--- config.mk ---
export PLATFORM = sky130hd
export DESIGN_NAME = utf8_encoder_flat
export DESIGN_NICKNAME = d
export VERILOG_FILES = /design/src/rtl/utf8_encoder_if.sv /design/src/rtl/utf8_encoder.sv /design/src/flat_wrapper.sv
export SDC_FILE = /design/constraint.sdc
export NUM_CORES = 1
export LEC_CHECK = 0
export BUFFER_PORTS_ARGS = -buffer_cell sky130_fd_sc_hd__buf_2
export CORE_UTILIZATION = 50
export CTS_CLUSTER_SIZE = 8
export DETAILED_ROUTE_END_ITERATION = 12
export PLACE_DENSITY = 0.83
export SLEW_MARGIN = 20
export SYNTH_ARGS = -nofsm -noshare
export SYNTH_HDL_FRONTEND = slang
export SYNTH_SLANG_ARGS = --single-unit
--- constraint.sdc ---
create_clock -name clk -period 3.75 [get_ports clk]
set_clock_uncertainty 0.05 [all_clocks]
set_input_delay 0.75 -clock clk [delete_from_list [all_inputs] [get_ports clk]]
set_output_delay 0.75 -clock clk [all_outputs]
set_load 0.005 [all_outputs]
--- src/rtl/utf8_encoder_if.sv ---
// Handshake bundle for the streaming UTF-8 encoder: code-point input
// channel, byte output channel, error reporting and an FSM debug tap.
interface utf8_encoder_if #(
    parameter int ERR_CNT_W = 16
);
    // Input channel: code point offered by the source
    logic                 in_valid;
    logic                 in_ready;
    logic [20:0]          in_cp;
    logic                 in_last;

    // Output channel: one encoded byte per transfer
    logic                 out_valid;
    logic                 out_ready;
    logic [7:0]           out_data;
    logic                 out_first;
    logic                 out_last;

    // Error reporting
    logic                 err_pulse;
    logic [ERR_CNT_W-1:0] err_count;

    // FSM state tap (0 = IDLE, 1 = EMIT)
    logic                 dbg_state;

    // Encoder side
    modport slave (
        input  in_valid, in_cp, in_last, out_ready,
        output in_ready, out_valid, out_data, out_first, out_last,
               err_pulse, err_count, dbg_state
    );

    // Source/sink side
    modport master (
        output in_valid, in_cp, in_last, out_ready,
        input  in_ready, out_valid, out_data, out_first, out_last,
               err_pulse, err_count, dbg_state
    );
endinterface

--- src/rtl/utf8_encoder.sv ---
// Streaming UTF-8 encoder. Accepts one Unicode code point per transfer and
// emits its UTF-8 byte sequence, one byte per output transfer, MSB-first.
//
// Handshake semantics (both channels): a beat transfers on a rising clock
// edge where valid & ready are both high. The producer holds valid and its
// payload stable until the transfer; ready may change freely. out_* are
// registered and held while out_valid & !out_ready. in_ready is
// combinational: high in IDLE, or while the final byte of the current code
// point is transferring, so consecutive code points stream with no bubble.
//
// Invalid code points (surrogates D800..DFFF, or above 10FFFF) raise a
// one-cycle err_pulse and bump a saturating counter; they are then either
// replaced by U+FFFD or dropped without producing any bytes.
module utf8_encoder #(
    parameter bit REPLACE_INVALID = 1'b1,
    parameter int ERR_CNT_W       = 16
) (
    input  logic          clk,
    input  logic          rst,
    utf8_encoder_if.slave bus
);

    typedef enum logic {
        IDLE = 1'b0,
        EMIT = 1'b1
    } state_t;

    state_t               r_state;
    logic [2:0]           r_rem;       // bytes of current cp not yet transferred, incl. the one on out_data
    logic [23:0]          r_tail;      // bytes still to be loaded, left-aligned
    logic                 r_last;      // current cp was accepted with in_last
    logic                 r_out_valid;
    logic [7:0]           r_out_data;
    logic                 r_out_first;
    logic                 r_out_last;
    logic                 r_err_pulse;
    logic [ERR_CNT_W-1:0] r_err_count;

    logic                 w_invalid;
    logic                 w_out_xfer;
    logic                 w_in_ready;
    logic                 w_accept;
    logic                 w_emit;
    logic [20:0]          w_cp;
    logic [2:0]           w_len;
    logic [7:0]           w_lead;
    logic [23:0]          w_tail;

    // Classify the offered code point and pick what actually gets encoded
    assign w_invalid  = ((bus.in_cp >= 21'h00D800) && (bus.in_cp <= 21'h00DFFF)) ||
                        (bus.in_cp > 21'h10FFFF);
    assign w_cp       = w_invalid ? 21'h00FFFD : bus.in_cp;

    // Channel handshakes
    assign w_out_xfer = r_out_valid & bus.out_ready;
    assign w_in_ready = (r_state == IDLE) | (w_out_xfer & (r_rem == 3'd1));
    assign w_accept   = bus.in_valid & w_in_ready;
    // A dropped invalid cp is accepted but produces no bytes
    assign w_emit     = w_accept & (~w_invalid | REPLACE_INVALID);

    // Split the code point into lead byte and up to three continuation bytes
    always_comb begin
        w_len  = 3'd1;
        w_lead = 8'h00;
        w_tail = 24'h000000;
        if (w_cp < 21'h000080) begin
            w_len  = 3'd1;
            w_lead = {1'b0, w_cp[6:0]};
        end else if (w_cp < 21'h000800) begin
            w_len  = 3'd2;
            w_lead = {3'b110, w_cp[10:6]};
            w_tail = {2'b10, w_cp[5:0], 16'h0000};
        end else if (w_cp < 21'h010000) begin
            w_len  = 3'd3;
            w_lead = {4'b1110, w_cp[15:12]};
            w_tail = {2'b10, w_cp[11:6], 2'b10, w_cp[5:0], 8'h00};
        end else begin
            w_len  = 3'd4;
            w_lead = {5'b11110, w_cp[20:18]};
            w_tail = {2'b10, w_cp[17:12], 2'b10, w_cp[11:6], 2'b10, w_cp[5:0]};
        end
    end

    // Emit FSM: load lead byte on accept, shift continuation bytes on each transfer
    always_ff @(posedge clk or posedge rst) begin
        if (rst) begin
            r_state     <= IDLE;
            r_rem       <= 3'd0;
            r_tail      <= 24'h000000;
            r_last      <= 1'b0;
            r_out_valid <= 1'b0;
            r_out_data  <= 8'h00;
            r_out_first <= 1'b0;
            r_out_last  <= 1'b0;
        end else if (w_emit) begin
            // New code point: either from IDLE or chained onto the final byte
            r_state     <= EMIT;
            r_rem       <= w_len;
            r_tail      <= w_tail;
            r_last      <= bus.in_last;
            r_out_valid <= 1'b1;
            r_out_data  <= w_lead;
            r_out_first <= 1'b1;
            r_out_last  <= bus.in_last & (w_len == 3'd1);
        end else if (w_out_xfer) begin
            if (r_rem == 3'd1) begin
                // Final byte gone and nothing new to encode
                r_state     <= IDLE;
                r_rem       <= 3'd0;
                r_out_valid <= 1'b0;
                r_out_first <= 1'b0;
                r_out_last  <= 1'b0;
            end else begin
                r_rem       <= r_rem - 3'd1;
                r_tail      <= {r_tail[15:0], 8'h00};
                r_out_data  <= r_tail[23:16];
                r_out_first <= 1'b0;
                r_out_last  <= r_last & (r_rem == 3'd2);
            end
        end
    end

    // Error pulse and saturating error counter, one step per accepted invalid cp
    always_ff @(posedge clk or posedge rst) begin
        if (rst) begin
            r_err_pulse <= 1'b0;
            r_err_count <= '0;
        end else begin
            r_err_pulse <= w_accept & w_invalid;
            if (w_accept && w_invalid && (r_err_count != {ERR_CNT_W{1'b1}})) begin
                r_err_count <= r_err_count + 1'b1;
            end
        end
    end

    assign bus.in_ready  = w_in_ready;
    assign bus.out_valid = r_out_valid;
    assign bus.out_data  = r_out_data;
    assign bus.out_first = r_out_first;
    assign bus.out_last  = r_out_last;
    assign bus.err_pulse = r_err_pulse;
    assign bus.err_count = r_err_count;
    assign bus.dbg_state = r_state;

endmodule

--- src/flat_wrapper.sv ---
// flat-port wrapper written by rule: the top's interface ports become plain ports
module utf8_encoder_flat 
#(
    parameter bit REPLACE_INVALID = 1'b1,
    parameter int ERR_CNT_W       = 16
)
  (clk, rst, bus_in_valid, bus_in_cp, bus_in_last, bus_out_ready, bus_in_ready, bus_out_valid, bus_out_data, bus_out_first, bus_out_last, bus_err_pulse, bus_err_count, bus_dbg_state);
  utf8_encoder_if #(.ERR_CNT_W(ERR_CNT_W)) bus_i ();
  input  logic clk;
  input  logic rst;
  input wire logic [$bits(bus_i.in_valid)-1:0] bus_in_valid;
  input wire logic [$bits(bus_i.in_cp)-1:0] bus_in_cp;
  input wire logic [$bits(bus_i.in_last)-1:0] bus_in_last;
  input wire logic [$bits(bus_i.out_ready)-1:0] bus_out_ready;
  output wire logic [$bits(bus_i.in_ready)-1:0] bus_in_ready;
  output wire logic [$bits(bus_i.out_valid)-1:0] bus_out_valid;
  output wire logic [$bits(bus_i.out_data)-1:0] bus_out_data;
  output wire logic [$bits(bus_i.out_first)-1:0] bus_out_first;
  output wire logic [$bits(bus_i.out_last)-1:0] bus_out_last;
  output wire logic [$bits(bus_i.err_pulse)-1:0] bus_err_pulse;
  output wire logic [$bits(bus_i.err_count)-1:0] bus_err_count;
  output wire logic [$bits(bus_i.dbg_state)-1:0] bus_dbg_state;
  assign bus_i.in_valid = bus_in_valid;
  assign bus_i.in_cp = bus_in_cp;
  assign bus_i.in_last = bus_in_last;
  assign bus_i.out_ready = bus_out_ready;
  assign bus_in_ready = bus_i.in_ready;
  assign bus_out_valid = bus_i.out_valid;
  assign bus_out_data = bus_i.out_data;
  assign bus_out_first = bus_i.out_first;
  assign bus_out_last = bus_i.out_last;
  assign bus_err_pulse = bus_i.err_pulse;
  assign bus_err_count = bus_i.err_count;
  assign bus_dbg_state = bus_i.dbg_state;
  utf8_encoder #(.REPLACE_INVALID(REPLACE_INVALID), .ERR_CNT_W(ERR_CNT_W)) u_core (.clk(clk), .rst(rst), .bus(bus_i));
endmodule
After elaboration in Yosys (flattened, before gate mapping)
Cells that the tools add are included.
Cells by class
  $add $sub $neg: 2
  order comparisons: 6
  eq/ne operators: 5
  mux-type cells: 27
  bitwise logic cells: 8
  reductions and logical operators: 8
Operator list (count)
  $mux 24: 5
  $mux 8: 5
  $mux 22: 1
  $ge 21x16->1 const B: 1
  $gt 21x21->1 const B: 1
  $le 21x16->1 const B: 1
  $lt 21x12->1 const B: 1
  $lt 21x17->1 const B: 1
  $lt 21x8->1 const B: 1
  $mux 21: 1
  $mux 3: 6
  $add 16x1->16 const B: 1
  $ne 16x16->1 const B: 1
  $mux 1: 8
  $and 1x1->1: 6
  $eq 3x1->1 const B: 2
  $mux 5: 1
  $reduce_and 2->1: 2
  $reduce_bool 2->1: 2
  $eq 3x2->1 const B: 1
  $logic_and 1x1->1: 3
  $sub 3x1->3 const B: 1
  $ne 2x1->1 const B: 1
  $logic_or 1x1->1: 1
  2 further kinds: 2
Storage, ports and cells
  bits in registers: 56
  input port bits: 26
  output and inout bits: 30
  word-level logic and storage cells: 65

Logic depth before layout (Yosys ltp)
Gate-level depths: netlist of the first run.
  depth after elaboration: 11
  gate-level depth with buffers: 9
  depth with buffers taken out: 7

Least setup slack after synthesis of the first run
OpenSTA, ideal clock, no wires.
  kind: input to register
  start point: input port bus_in_cp[19]
  end point: register u_core.r_err_count[1] (netlist: u_core.bus.err_count[1])
  setup time: 125 ps
  data arrival time: 2457 ps
  data required time: 3575 ps
  setup slack: 1118 ps
  stages on the path: 6
  buffers on the path: 2
  cell sequence: or3_1 -> buf_2 -> o41a_1 -> a311o_1 -> buf_2 -> mux2_4
On the way
  word-level cells in the longest chain between the ends: 5
  elaborated cells on any way between the ends: 7
  classes of those cells: order compare (3); reduce/logical (4)
Ends and longest elaborated chain
  from (decl): RTL line flat_wrapper.sv:12  | input wire logic [$bits(bus_i.in_cp)-1:0] bus_in_cp;
  $ge 21x16->1 / $le 21x16->1 (equally long branches): RTL line utf8_encoder.sv:50  | assign w_invalid = ((bus.in_cp >= 21'h00D800) && (bus.in_cp <= 21'h00DFFF)) ||
  $logic_and 1x1->1: RTL line utf8_encoder.sv:50
  $logic_or 1x1->1 *: RTL line utf8_encoder.sv:50
  $logic_and 1x1->1 * (2 in series): RTL line utf8_encoder.sv:130  | if (w_accept && w_invalid && (r_err_count != {ERR_CNT_W{1'b1}})) begin
  to (signal assigned): RTL line utf8_encoder.sv:131  | r_err_count <= r_err_count + 1'b1;
  to (decl): RTL line utf8_encoder.sv:37  | logic [ERR_CNT_W-1:0] r_err_count;
Mark *: on every way between the ends. The rest lies on a longest branch, timed or not.
A chain may end at the register's enable or synchronous reset.

Worst setup path after layout of the first run
  start point: input port bus_in_cp[18]
  end point: register u_core.r_rem[2]
On the way
  word-level cells in the longest chain between the ends: 9
  elaborated cells on any way between the ends: 13
  classes of those cells: order compare (6); mux (5); reduce/logical (2)
Ends and longest elaborated chain
  $ge 21x16->1 / $le 21x16->1 (equally long branches): RTL line utf8_encoder.sv:50
  $logic_and 1x1->1: RTL line utf8_encoder.sv:50
  $logic_or 1x1->1: RTL line utf8_encoder.sv:50
  $mux 21 *: RTL line utf8_encoder.sv:52  | assign w_cp = w_invalid ? 21'h00FFFD : bus.in_cp;
  $lt 21x17->1: RTL line utf8_encoder.sv:73  | end else if (w_cp < 21'h010000) begin
  $mux 3: RTL line utf8_encoder.sv:73
  $mux 3: RTL line utf8_encoder.sv:69  | end else if (w_cp < 21'h000800) begin
  $mux 3 *: RTL line utf8_encoder.sv:66  | if (w_cp < 21'h000080) begin
  $mux 3 *: RTL line utf8_encoder.sv:95  | end else if (w_emit) begin
  to (signal assigned): RTL line utf8_encoder.sv:98  | r_rem <= w_len;
  to (signal assigned): RTL line utf8_encoder.sv:114  | r_rem <= r_rem - 3'd1;
  to (decl): RTL line utf8_encoder.sv:29  | logic [2:0] r_rem;
Marks and branches as above.

==> metrics.cfg, run 1 <==
[sta]
fin_setup_tns_ps=0
setup_violations=0
period_share_pct=73.37
tightest_slew_ps=896.8
max_freq_mhz=363.5
slew_violations=0
rsz0062_at_grt=no
period_minus_slack_ps=2751
relSlewSlack_pct=40.14
finalHoldViolCount=0
worst_slack_ps=998.7

[drt]
dr.pass1.iters=5
wl_met2_um=3409
vias_per_cell=6.100
drt-met1-wl_um=3323
ant_nets=0
wl_per_cell_um=16.93
drt_iter0_drc=255
wl_um=7278
wl_met3_um=356
vias=2623
top_layer_used=met4
drc=0

[pwr]
seqPwrFrac_pct=47.4
ir_drop_mv=0.2681
p_leak_uw=0.001650
p_int_uw=1155
powerDensity_nw_per_um2=520.0
p_sw_share_pct=34.97
comb_power_share_pct=34.5
clock_power_share_pct=18.0
p_switching_uw=621.0

[floorplanning]
die_area_um2=6243
core_um2=5608
rows=27
die_h_um=79.01
die_w_um=79.01
start_util_pct=52.88
pin_count=56

[setup_path]
cp_slowest_cell=o41ai_1
crit_start=bus_in_cp[18]
start_kind=input port
cpPeakStageDelay_ps=750
cp_max_fo=8
crit_chain=buf_2 -> o41ai_1 -> o21ai_0 -> nor2_1 -> a21oi_1 -> o2bb2ai_1
r2r-start=u_core.r_rem[1]
endpoint_kind=flip-flop
crit_type=input port to flip-flop
arrival_ps=2920
critPathRequiredTime_ps=3920

[layout]
diodes=0
syn2layout_area_growth_pct=15.19
layout-drive-gt1-share_pct=21.79
final_cells=430
design_area_um2=3416
num-nets-final=387
fillers=506

[synthesis]
synth_nets=333
ys_seq_area_share_pct=44.73
synth_edf_count=0
yosysTopAreaCell=dfrtp_1
syn-cell-area_um2=2965
ys.flop_type=dfrtp_1
avgSynthCellArea_um2=9.787
async_reset_ff_share_pct=100.0
synthTopCellsByArea=dfrtp_1 45%, mux2i_1 8.8%, nor2_1 3.7%
ys_seq_elements=53
ys_warn_count=0
synthCells=303
synth.distinct_cells=50
synth_top_area_share_pct=44.73

[place]
gp_congestion=0.9450
hpwl_um=5198
portBuffers=55
post-place-ws_ps=758.9
placedCellCount=422
placed_cell_area_um2=3327

[global_route]
grt_pass1_wl_um=12010
grt_usage_pct=24.79
grt_pass1_vias=2489
grt_max_degree=54
grt_overflow=0
antenna_found_initial=0

[clocking]
hold_buffers=0
cts_post_setup_buffers_inserted=0
cts_tree=done
htree_levels=2
cts_root_buffer=clkbuf_8
cts_resized=0
cts_sinks=53
clk_latency_ps=300
cts_buffers=5
clk_pin_slew_ps=100
clockBufferDepth=2

[run_status]
status=finished clean

[worst_hold_path]
min_from=u_core.bus.err_count[6]
hp-class=flip-flop to flip-flop

[job]
maxCapViolCount=0

## cell families (layout without fill, tap and decap cells)
family | count (synthesis) | in the layout | synth area share, %
simple gates | 100 | 100 | 16.75
compound gates | 83 | 83 | 20.17
flops | 53 | 53 | 44.73
mux | 27 | 27 | 9.283
buf+inv | 21 | 76 | 2.953
xor+xnor | 15 | 15 | 4.431
fa+ha+maj | 4 | 4 | 1.688
## critical path, delay by kind of cell
family                 cells  cell delay (ps)
buffers and inverters      1              130
AND/OR/NAND/NOR            1              650
AO/OA/AOI/OAI              4             1380
## power by group through the flow
stage / clock network [uW] / logic (uW) / registers (uW)
3_3_place_gp: 0 / 592 / 845
4_1_cts: 324 / 618 / 840
6_report: 320 / 614 / 843
3_5_place_dp: 0 / 614 / 851
2_1_floorplan: 0 / 412 / 837
5_1_grt: 348 / 686 / 863
## through the flow
step | hold WS (ps) | total power, uW | util [%]
after floorplan | 396.5 | 1249 | -
after global placement | 408.1 | 1437 | 59.33
after detailed placement | 415.9 | 1465 | 59.33
after CTS | 436.8 | 1782 | 60.89
after global routing | 448.7 | 1897 | 60.91
final | 438.6 | 1776 | 60.91
## synth_stat cells (2+ instances only)
cell        n
a2111oi_0   2
a211oi_1    3
a21o_1      5
a21oi_1    15
a221oi_1    4
a22o_1      6
a22oi_1     5
a311o_1     3
a31oi_1     4
and3_1      5
and4_1      3
buf_2       4
clkbuf_1    9
dfrtp_1    53
ha_1        4
inv_1       6
mux2i_1    26
nand2_1    25
nand2b_1    4
nand3_1     7
nand4_1     4
nor2_1     29
nor2b_1     3
nor3_1      5
nor3b_1     2
nor4_1      4
o211ai_1    3
o21ai_0    16
o221ai_1    4
o22ai_1     3
o41ai_1     2
or3_1       4
xnor2_1     7
xor2_1      8
## final cells by class
cell class	count	area, um^2	share of cell area, %
clock inverter	2	15.01	0.4396
tap	72	90.09	2.637
inverter	6	23.77	0.6960
sequential	53	1326	38.83
clock buffer	6	72.57	2.125
multi-input combinational	229	1560	45.68
timing repair buffer	62	327.8	9.597
## registers in the layout (all words and copies together), names as in the netlist
register / count
u_core.bus.dbg_state: 1
u_core.r_rem: 3
u_core.bus.err_pulse: 1
u_core.bus.out_first: 1
u_core.r_tail: 21
u_core.r_last: 1
u_core.bus.out_data: 8
u_core.bus.err_count: 16
u_core.bus.out_last: 1
## path summary, 6_finish.rpt
check | endpoint | slack, ps | cells past startpoint
worst max-delay path | u_core.r_rem[2] | 1000 | 6
worst min-delay path | u_core.bus.err_count[6] | 440 | 1
worst max register to register | u_core.r_rem[2] | 1010 | 8
worst min register to register | u_core.bus.err_count[6] | 440 | 1
max in group asynchronous | u_core.r_tail[9] | 2570 | 2
min in group asynchronous | u_core.bus.err_count[11] | 540 | 2
## cells in the final DEF, fill, tap and decap left out, drive strengths merged, types with 2 or more instances in the layout
cell      count
a2111oi       3
a211oi        3
a21o          5
a21oi        15
a221oi        4
a22o          6
a22oi         5
a311o         3
a31oi         4
and3          5
and4          3
buf          62
clkbuf        6
clkinvlp      2
dfrtp        53
ha            4
inv           5
mux2i        26
nand2        25
nand2b        4
nand3         7
nand4         4
nor2         29
nor2b         3
nor3          6
nor3b         2
nor4          5
o211ai        3
o21ai        16
o221ai        4
o22ai         3
o41ai         2
or3           4
xnor2         7
xor2          8
## metal layers
metal	global-route usage (%)	up-vias
met5	0	-
met4	8.545	0
met3	3.908	23
met2	38.88	95
met1	34.88	1262
li1	-	1243
Note: power is estimated with default switching activity, not from simulation.
==> inputs of run 2 (changes only) <==
Settings changed: PLACE_DENSITY 0.83 to 0.86.
Clock period 3.75 ns to 2.29 ns, I/O delays scaled along.
==> metrics.cfg, run 2 (synthesized netlist as in run 1, its figures left out) <==
[place]
placed_cell_area_um2=3560
portBuffers=55
gp_congestion=0.9419
post-place-ws_ps=-185.1
hpwl_um=5710
placedCellCount=448

[setup_path]
arrival_ps=2350
cp_max_fo=5
cp_slowest_cell=o41a_1
critPathRequiredTime_ps=2470
critPathTopFamily=compound AO/OA/AOI/OAI gates
crit_chain=buf_2 -> or3_1 -> o41a_1 -> a2111oi_4 -> and3_1 -> xor2_1
crit_type=input port to flip-flop
endpoint_kind=flip-flop
start_kind=input port
cpPeakStageDelay_ps=540
critPathBufInv=1

[pwr]
ir_drop_mv=0.4536
comb_power_share_pct=36.5
p_sw_share_pct=34.77
p_leak_uw=0.001802
clock_power_share_pct=17.6
seqPwrFrac_pct=45.9
p_switching_uw=1046
p_int_uw=1963
powerDensity_nw_per_um2=823.3

[layout]
seqCellArea_um2=1326
design_area_um2=3655
multi_input_area_um2=1565
num-nets-final=413
final_cell_mix=55 x buf_2, 53 x dfrtp_1, 30 x buf_4
final_cells=456
fillers=467
syn2layout_area_growth_pct=23.25
layout_commonest_cell=buf_2
largest_reg_flops=21
max_flop_register=u_core.r_tail
diodes=0
layout-drive-gt1-share_pct=27.60

[clocking]
clockBufferDepth=2
hold_buffers=0
htree_levels=2
cts_root_buffer=clkbuf_8
cts_sinks=53
clk_latency_ps=310
cts_buffers=5
cts_resized=0
cts_tree=done
cts_post_setup_buffers_inserted=0
clk_pin_slew_ps=100

[floorplanning]
rows=27
die_area_um2=6243
die_h_um=79.01
start_util_pct=52.88
core_um2=5608
pin_count=56
die_w_um=79.01

[global_route]
grt_overflow=0
grt_usage_pct=25.83
grt_max_degree=28
antenna_found_initial=0
grt_pass1_wl_um=12360
grt_pass1_vias=2599

[drt]
drc=0
vias=2820
drt_iter0_drc=236
dr.pass1.iters=5
wl_per_cell_um=16.74
vias_per_cell=6.184
wl_um=7633
ant_nets=0

[sta]
fin_setup_tns_ps=0
whs_ps=150.4
tightest_slew_ps=587.9
period_share_pct=94.70
slew_violations=0
relSlewSlack_pct=60.75
period_minus_slack_ps=2169
setup_violations=0
finalHoldViolCount=0
rsz0062_at_grt=no
max_freq_mhz=461.1
worst_slack_ps=121.3

[worst_hold_path]
hp-class=input port to asynchronous set/reset pin

[job]
maxCapViolCount=0

[run_status]
status=finished clean

run 2: power by group through the flow:
stage,Combinational (uW),Clock (uW),Sequential (uW)
2_1_floorplan,676,0,1370
3_3_place_gp,1050,0,1380
3_5_place_dp,1090,0,1400
4_1_cts,1090,542,1380
5_1_grt,1200,581,1420
6_report,1100,529,1380
run 2: final timing paths:
path	from	endpoint	cells past startpoint	slack (ps)
max in group asynchronous	rst	u_core.bus.out_data[3]	3	1490
min in group clk	bus_in_last	u_core.r_last	3	320
max	bus_in_cp[19]	u_core.bus.err_count[9]	6	120
min	rst	u_core.bus.err_count[9]	2	150
min reg2reg	u_core.bus.out_first	u_core.bus.out_first	2	430
max reg2reg	u_core.r_rem[0]	u_core.r_tail[4]	7	130
run 2: final cells by class:
| cell class | instances | share of cell area [%] |
|---|---|---|
| Clock inverter | 3 | 0.5820 |
| Inverter | 6 | 0.6162 |
| Multi-Input combinational cell | 229 | 42.83 |
| Clock buffer | 5 | 1.883 |
| Tap cell | 72 | 2.465 |
| Timing Repair Buffer | 88 | 15.34 |
| Sequential cell | 53 | 36.29 |
run 2: routing by layer:
metal,up-vias,wire length (um),track usage (%)
met3,22,523,4.713
met1,1364,3288,34.10
li1,1294,-,-
met5,-,0,0
met2,140,3692,43.45
met4,0,127,7.091
run 2: per-stage QoR:
step	util, %	power, uW
6_report	65.17	3009
5_1_grt	65.17	3198
4_1_cts	65.08	3018
3_5_place_dp	63.48	2489
3_3_place_gp	63.48	2430
2_1_floorplan	-	2047
==> inputs of run 3 (changes only) <==
Settings changed: CORE_MARGIN set to 4.
==> metrics.cfg, run 3 (synthesized netlist as in run 1, its figures left out) <==
[floorplanning]
die_h_um=85.01
die_area_um2=7227
rows=27
start_util_pct=52.56
pin_count=56
core_um2=5642
die_w_um=85.01

[sta]
setup_violations=0
period_minus_slack_ps=2201
finalHoldViolCount=0
period_share_pct=96.09
fin_setup_tns_ps=0
tightest_slew_ps=569.6
slew_violations=0
rsz0062_at_grt=no
max_freq_mhz=454.4
relSlewSlack_pct=61.97
worst_slack_ps=89.48

[setup_path]
arrival_ps=2330
cp_max_fo=6
endpoint_kind=flip-flop
crit_type=flip-flop to flip-flop
critPathBufInv=2
cpPeakStageDelay_ps=420
critPathRequiredTime_ps=2420
start_kind=flip-flop
crit_chain=inv_1 -> ha_1 -> nor2b_2 -> buf_4 -> a31o_2 -> nand2_1 -> a2111oi_2 -> a22oi_1
critPathTopFamily=compound AO/OA/AOI/OAI gates
cp_slowest_cell=dfrtp_1

[clocking]
cts_resized=2
cts_tree=done
cts_sinks=53
clockBufferDepth=2
cts_post_setup_buffers_inserted=0
cts_buffers=5
clk_pin_slew_ps=90
htree_levels=2
cts_root_buffer=clkbuf_8
clk_latency_ps=310
hold_buffers=0

[drt]
ant_nets=0
vias=2774
wl_per_cell_um=17.31
dr.pass1.iters=5
drt_iter0_drc=250
drc=0
vias_per_cell=6.017
wl_um=7982

[global_route]
grt_pass1_wl_um=13280
grt_usage_pct=22.65
grt_overflow=0
grt_pass1_vias=2738
antenna_found_initial=0
grt_max_degree=29

[layout]
syn2layout_area_growth_pct=24.43
largest_reg_flops=21
layout_commonest_cell=buf_2
final_cells=461
diodes=0
final_cell_mix=55 x buf_2, 53 x dfrtp_1, 36 x buf_4
num-nets-final=418
layout-drive-gt1-share_pct=28.53
max_flop_register=u_core.r_tail

[job]
maxCapViolCount=0

[run_status]
status=finished clean

[place]
portBuffers=55
post-place-ws_ps=-178.2
placedCellCount=453
hpwl_um=5967
gp_congestion=0.9712

[pwr]
ir_drop_mv=0.4515
powerDensity_nw_per_um2=818.4
p_leak_uw=0.001812

[worst_hold_path]
hp-class=input port to asynchronous set/reset pin

## run 3: report_power, final
part	internal [uW]	switching [uW]	leakage (uW)	total, uW
Sequential	1200	185	0.000694	1390
Combinational	546	558	0.00108	1100
Clock	216	312	0.0000374	528
## run 3: worst register-to-register path, delay by kind of cell (launching register included)
| kind | cells | cell delay [ps] |
|---|---|---|
| AO/OA/AOI/OAI | 3 | 810 |
| flip-flops | 1 | 420 |
| AND/OR/NAND/NOR | 2 | 350 |
| buffers and inverters | 2 | 280 |
| adder cells (fa/ha/maj) | 1 | 170 |
## run 3: final timing paths
kind | startpoint | endpoint | slack (ps) | cells after the start
min | rst | u_core.bus.err_pulse | 140 | 2
max reg2reg | u_core.r_rem[1] | u_core.bus.out_data[1] | 90 | 8
max in group asynchronous | rst | u_core.bus.out_data[3] | 1500 | 3
max | u_core.r_rem[1] | u_core.bus.out_data[1] | 90 | 8
min in group clk | bus_in_last | u_core.r_last | 300 | 3
min reg2reg | u_core.bus.out_first | u_core.bus.out_first | 430 | 2
## run 3: layer usage
layer  wire [um]  global-route usage, %  vias up
li1            -                      -     1300
met1        3422                  30.51     1331
met2        3899                  37.92      119
met3         498                  3.786       24
met4         162                  5.899        0
met5           0                      0        -
## run 3: metrics by stage
stage	hold WS (ps)	utilization (%)	power [uW]	cell area, um^2
2_1_floorplan	396.5	-	2047	2972
3_3_place_gp	407.6	63.54	2439	3585
3_5_place_dp	417.7	63.54	2495	3585
4_1_cts	164.3	65.20	3024	3679
5_1_grt	190.2	65.40	3222	3690
6_report	140.8	65.40	3020	3690
## run 3: final cells by class
type	instances	area (um^2)
Fill cell	468	1952
Multi-Input combinational cell	229	1578
Sequential cell	53	1326
Timing Repair Buffer	93	585.6
Tap cell	72	90.09
Clock buffer	6	72.57
Inverter	6	22.52
Clock inverter	2	15.01
